## src/rtl/smol_pkg.sv

```systemverilog
// Shared definitions for the smol fetch stage: the fetch FSM states, the default reset PC
// and a small PC alignment helper.
package smol_pkg;

    typedef enum logic [1:0] {
        S_REQ   = 2'd0,
        S_WAIT  = 2'd1,
        S_HOLD  = 2'd2,
        S_FAULT = 2'd3
    } fetch_state_e;

    localparam logic [31:0] RESET_PC_DEFAULT = 32'h0000_0000;

    function automatic logic pc_aligned(input logic [1:0] low_bits);
        return (low_bits == 2'b00);
    endfunction

endpackage

```

## src/rtl/smol_fetch.sv

```systemverilog
// Single-outstanding instruction fetch stage: request -> wait for response -> hold for decode.
// A misaligned next PC at accept parks the stage in a sticky fault state until reset.
module smol_fetch
    import smol_pkg::*;
#(
    parameter logic [31:0] RESET_PC = RESET_PC_DEFAULT
) (
    input  logic        clk,
    input  logic        rst,
    input  logic [31:0] next_pc,
    output logic        imem_req_valid,
    input  logic        imem_req_ready,
    output logic [31:0] imem_req_addr,
    input  logic        imem_rsp_valid,
    input  logic [31:0] imem_rsp_data,
    output logic        inst_valid,
    input  logic        inst_ready,
    output logic [31:0] inst,
    output logic [31:0] inst_pc,
    output logic [31:0] pc,
    output logic        fetch_fault,
    output logic [31:0] fetch_count
);

    fetch_state_e state_r, state_next_s;
    logic [31:0]  pc_r, pc_next_s;
    logic [31:0]  inst_r, inst_next_s;
    logic [31:0]  inst_pc_r, inst_pc_next_s;
    logic         fault_r, fault_next_s;
    logic [31:0]  fetch_count_r, fetch_count_next_s;

    // Next-state and datapath updates; responses only matter while waiting.
    always_comb begin
        state_next_s       = state_r;
        pc_next_s          = pc_r;
        inst_next_s        = inst_r;
        inst_pc_next_s     = inst_pc_r;
        fault_next_s       = fault_r;
        fetch_count_next_s = fetch_count_r;
        case (state_r)
            S_REQ: begin
                if (imem_req_ready) begin
                    state_next_s = S_WAIT;
                end else begin
                    state_next_s = S_REQ;
                end
            end
            S_WAIT: begin
                if (imem_rsp_valid) begin
                    inst_next_s    = imem_rsp_data;
                    inst_pc_next_s = pc_r;
                    state_next_s   = S_HOLD;
                end else begin
                    state_next_s = S_WAIT;
                end
            end
            S_HOLD: begin
                if (inst_ready) begin
                    if (pc_aligned(next_pc[1:0])) begin
                        pc_next_s          = next_pc;
                        fetch_count_next_s = fetch_count_r + 32'd1;
                        state_next_s       = S_REQ;
                    end else begin
                        fault_next_s = 1'b1;
                        state_next_s = S_FAULT;
                    end
                end else begin
                    state_next_s = S_HOLD;
                end
            end
            S_FAULT: begin
                state_next_s = S_FAULT;
            end
            default: begin
                fault_next_s = 1'b1;
                state_next_s = S_FAULT;
            end
        endcase
    end

    // State and datapath registers; reset wins over any same-cycle event.
    always_ff @(posedge clk) begin
        if (rst) begin
            state_r       <= S_REQ;
            pc_r          <= RESET_PC;
            inst_r        <= 32'h0000_0000;
            inst_pc_r     <= 32'h0000_0000;
            fault_r       <= 1'b0;
            fetch_count_r <= 32'h0000_0000;
        end else begin
            state_r       <= state_next_s;
            pc_r          <= pc_next_s;
            inst_r        <= inst_next_s;
            inst_pc_r     <= inst_pc_next_s;
            fault_r       <= fault_next_s;
            fetch_count_r <= fetch_count_next_s;
        end
    end

    assign imem_req_valid = (state_r == S_REQ);
    assign imem_req_addr  = pc_r;
    assign inst_valid     = (state_r == S_HOLD);
    assign inst           = inst_r;
    assign inst_pc        = inst_pc_r;
    assign pc             = pc_r;
    assign fetch_fault    = fault_r;
    assign fetch_count    = fetch_count_r;

endmodule

```

## config.mk

```make
export PLATFORM = sky130hd
export DESIGN_NAME = smol_fetch
export DESIGN_NICKNAME = d
export VERILOG_FILES = /design/src/rtl/smol_pkg.sv /design/src/rtl/smol_fetch.sv
export SDC_FILE = /design/constraint.sdc
export NUM_CORES = 1
export LEC_CHECK = 0
export ABC_AREA = 1
export BUFFER_PORTS_ARGS = -buffer_cell sky130_fd_sc_hd__buf_4
export CORE_AREA = 3 3 122 124
export CTS_BUF_LIST = sky130_fd_sc_hd__clkbuf_4 sky130_fd_sc_hd__clkbuf_8
export DETAILED_ROUTE_END_ITERATION = 8
export DIE_AREA = 0 0 125 127
export GPL_TIMING_DRIVEN = 1
export PLACE_DENSITY = 0.67
export SYNTH_ARGS = -nofsm -noshare
export SYNTH_HDL_FRONTEND = slang
export SYNTH_SLANG_ARGS = --single-unit
```

## constraint.sdc

```tcl
create_clock -name clk -period 1.6 [get_ports clk]
set_input_delay 0.32 -clock clk [delete_from_list [all_inputs] [get_ports clk]]
set_output_delay 0.32 -clock clk [all_outputs]
set_load 0.01 [all_outputs]
```

Yosys cells after proc, flatten, opt, wreduce, memory -nomap -nowiden
Cells that the tools add are included.
{"block": "totals", "register_bits": 131, "word_cells": 21}
{"block": "op_classes", "n_addsub": 1, "n_eq_ne": 3, "mux": 5, "bitwise": 1, "n_reduce_logical": 5}
{"cell": "32-bit by 1-bit adder with 32-bit output, second input constant", "count": 1}
{"cell": "2-bit one-hot mux with 4 select lines", "count": 1}
{"cell": "2-bit two-way mux", "count": 3}
{"cell": "3-bit AND reduction", "count": 2}
{"cell": "2-bit equality test, second input constant", "count": 2}
{"cell": "2-bit logical NOT", "count": 2}
{"cell": "2-bit by 1-bit equality test with 1-bit output, second input constant", "count": 1}
{"cell": "2-bit AND reduction", "count": 1}
{"cell": "1-bit two-way mux", "count": 1}
{"cell": "1-bit inverter", "count": 1}

Depth between registers and ports, before layout
{"block": "logic_depth", "ltp_word": 4, "ltp_mapped": 10, "mapped_depth_nobuf": 9}

Worst setup path before layout
Ideal clock, no wire load.
{"block": "synth_path", "kind": "reg2reg", "startpoint": "register fetch_count_r[1], in the netlist fetch_count[1]", "endpoint": "register fetch_count_r[28], in the netlist fetch_count[28]", "arrival_time_ns": 1.299, "path_slack_ns": 0.185, "path_stages_with_launch": 9, "n_path_buf": 0, "period_less_slack_ns": 1.415, "path_cell_list": "dfxtp_1 > ha_1 > nand3_1 > inv_1 > nand2_1 > nor2_1 > nand3_1 > o21ai_0 > nor2_1"}
{"block": "synth_between", "elab_chain_cells": 1}
{"item": "from (decl)", "line_no": "smol_fetch.sv:30", "source": "logic [31:0] fetch_count_r, fetch_count_next_s;"}
{"item": "from (signal assigned)", "line_no": "smol_fetch.sv:96", "source": "fetch_count_r <= fetch_count_next_s;"}
{"item": "32-bit by 1-bit adder with 32-bit output", "line_no": "smol_fetch.sv:61", "source": "fetch_count_next_s = fetch_count_r + 32'd1;"}
No other way between the ends.
A chain may end at the register's enable or synchronous reset.

Worst setup path in the final report
{"block": "layout_path", "startpoint": "register state_r[1]", "endpoint": "output imem_req_valid"}
{"block": "layout_between", "elab_chain_cells": 1}
{"item": "from (decl)", "line_no": "smol_fetch.sv:25", "source": "fetch_state_e state_r, state_next_s;"}
{"item": "from (signal assigned)", "line_no": "smol_fetch.sv:91", "source": "state_r <= state_next_s;"}
{"item": "2-bit logical NOT", "line_no": "smol_fetch.sv:100", "source": "assign imem_req_valid = (state_r == S_REQ);"}
{"item": "to (decl)", "line_no": "smol_fetch.sv:11", "source": "output logic imem_req_valid,"}
No other way between the ends.

==> run metrics <==
# diodes 0; largest net degree at the start of global routing 70; initial antenna violation count 0; Min-Delay Path Class in2reg; vias in the first global route 4915; Gate Count Post-Synth 774; gr ovfl total 0; share of layout cells above drive strength 1 0.3169; fin crit period 1505 ps; syn_area_per_cell 7.090 µm²; syn_nets 844; Rows 43; r2r setup slk 120 ps; # H-tree levels 4; vias per cell 4.677; area share of the largest cell type after synthesis 0.4779; sequential-to-total area share from yosys stat 0.4779; main flop type after synthesis dfxtp_1; clk slew on worst S/H paths 70 ps; hold path cells 3; M3 GR Usage 0.05059; leak pwr 3.710 nW; DP Wirelength 11840 µm; Area contributors post-synth dfxtp_1 48%, nor2_1 17%, o21ai_0 9.9%; period utilization 0.9409; Post-Synthesis Cell Area 5488 µm²; GR peak layer met2; DIE AREA 15880 µm²; crit path max fanout 4; Yosys top cell by area dfxtp_1; max cap viols 0; Core Region 13880 µm²; clk_lat worst skew 440 ps; Slew headroom 0.7796; Post-synth EDFFs 0; synth unique cells 25; final instance area 7726 µm²; Setup CP Type reg2out; die width 125 µm; gp weighted congestion 0.8433; Initial Util 0.3953; die height 127 µm; 1st-iter DRT viols 409; crit end category primary output; post-layout util 0.5566; fin. max-slew vios 0; Yosys warning count 0; flops & latches, synth 131; number of buffers added on ports 231; Critical R2R Capture fetch_count[28]; Post-synth ARST share 0; global-route wire length before repair 25650 µm; DRT antenna net count 0; Highest Clock Rate 0.6643 GHz; Min-Delay Endpoint inst[19]; Worst R2R Start fetch_count[1]; Sum Neg Setup Slack 0 ps; hold path start imem_rsp_data[19]; maximum root-to-sink buffer count 2; Clock Tree Root clkbuf_8; mean routed wirelength per cell 14.08 µm; CP Launch Type flip-flop; CTS buffer count 17; final WL 16530 µm; Clock Sinks 131; met1 usage 0.2546; cell with the most instances after synthesis nor2_1; final hold vios 0; all-layer global routing usage 0.2012; Crit. Startpoint state_r[1]; First-pass DRT Iterations 4; met2 Usage GRT 0.3306; placement-stage cell area 7293 µm²; final setup vio count 0; Hold Buf Count CTS 0; io pins 232; via count 5491; status finished clean; Tightest Pin Transition 330.1 ps; R2R depth 8; peak supply drop 0.0004299 V; CTS tree done; Worst Path Required 1280 ps; most frequent cells after synthesis 244 x nor2_1, 131 x dfxtp_1, 109 x o21ai_0; Area Overhead vs Synth 40.79%; Arr. time, crit path 1190 ps; Power Dens Cells 908.9 nW/µm²; Total Nets Final 1051; worst-case hold slack 96.03 ps; Residual DRC 0; Clock Skews 6.190 ps
==> registers in the layout (all words and copies together), names as in the netlist <==
| register | flops |
|---|---|
| fetch_count | 32 |
| fetch_fault | 1 |
| imem_req_addr | 32 |
| inst | 32 |
| inst_pc | 32 |
| state_r | 2 |
==> where the power goes <==
part	internal, mW	switching [mW]	total (mW)	leakage [nW]
Clock	1.55	1.27	2.82	0.208
Sequential	3.38	0.0672	3.45	1.06
Combinational	0.372	0.376	0.747	2.44
Total	5.31	1.72	7.02	3.71
==> final cells by class <==
type / instances / area [µm²]
fillers: 1331 / 6155
flip-flops and latches: 131 / 2626
multi-input cells: 516 / 2283
repair buffers: 255 / 1964
clock buffers: 22 / 296.5
inverters: 60 / 225.2
well taps: 180 / 225.2
clock inverters: 10 / 105.1
==> cells by family (layout without fill, tap and decap cells) <==
logic type | Yosys count | in the layout | synth area share
compound gates | 129 | 129 | 0.1199
simple gates | 385 | 385 | 0.2859
flops | 131 | 131 | 0.4779
fa+ha+maj | 1 | 1 | 0.002280
buf+inv | 127 | 347 | 0.1124
xor+xnor | 1 | 1 | 0.001596
==> per-stage QoR <==
stage / setup slack, ps / cells / power (mW)
2_1_floorplan: 185.3 / 774 / 3.840
3_3_place_gp: -18.58 / 1141 / 4.267
3_5_place_dp: -60.39 / 1141 / 4.274
4_1_cts: 42.91 / 1173 / 7.112
5_1_grt: -9.074 / 1174 / 7.337
6_report: 94.57 / 1174 / 7.022
==> per-layer routing <==
| metal | routed length, µm | part of all wire |
|---|---|---|
| met5 | 0 | 0 |
| met1 | 7310 | 0.44 |
| met3 | 1027 | 0.062 |
| met2 | 7873 | 0.48 |
| met4 | 313 | 0.019 |
==> cells in the final DEF, fill, tap and decap left out, types with 7 or more instances in the layout <==
master,instances
buf_4,251
nor2_1,239
dfxtp_1,128
o21ai_0,108
nand2_1,81
inv_1,56
nand3_1,28
clkbuf_8,21
a21oi_1,16
nor2_2,12
nand4_1,9
nor3_1,7
==> critical path: stages (launching register included) <==
cell and delay, ps:
dfxtp_1 320, buf_4 150, nor2_1 130, buf_4 140
==> what timing repair did <==
item,4_1_cts,5_1_grt
setup buffers,0,1
setup endpoints to repair,0,10
hold endpoints to repair,0,0
gates resized for setup,0,9
==> worst max-delay path by stage <==
stage,endpoint,cells after the start
2_1_floorplan,fetch_count[28],8
3_3_place_gp,fetch_count[31],9
3_5_place_dp,fetch_count[31],9
4_1_cts,imem_req_valid,3
5_1_grt,fetch_count[20],8
6_report,imem_req_valid,3
No activity file was read; power rests on OpenSTA's default activity.
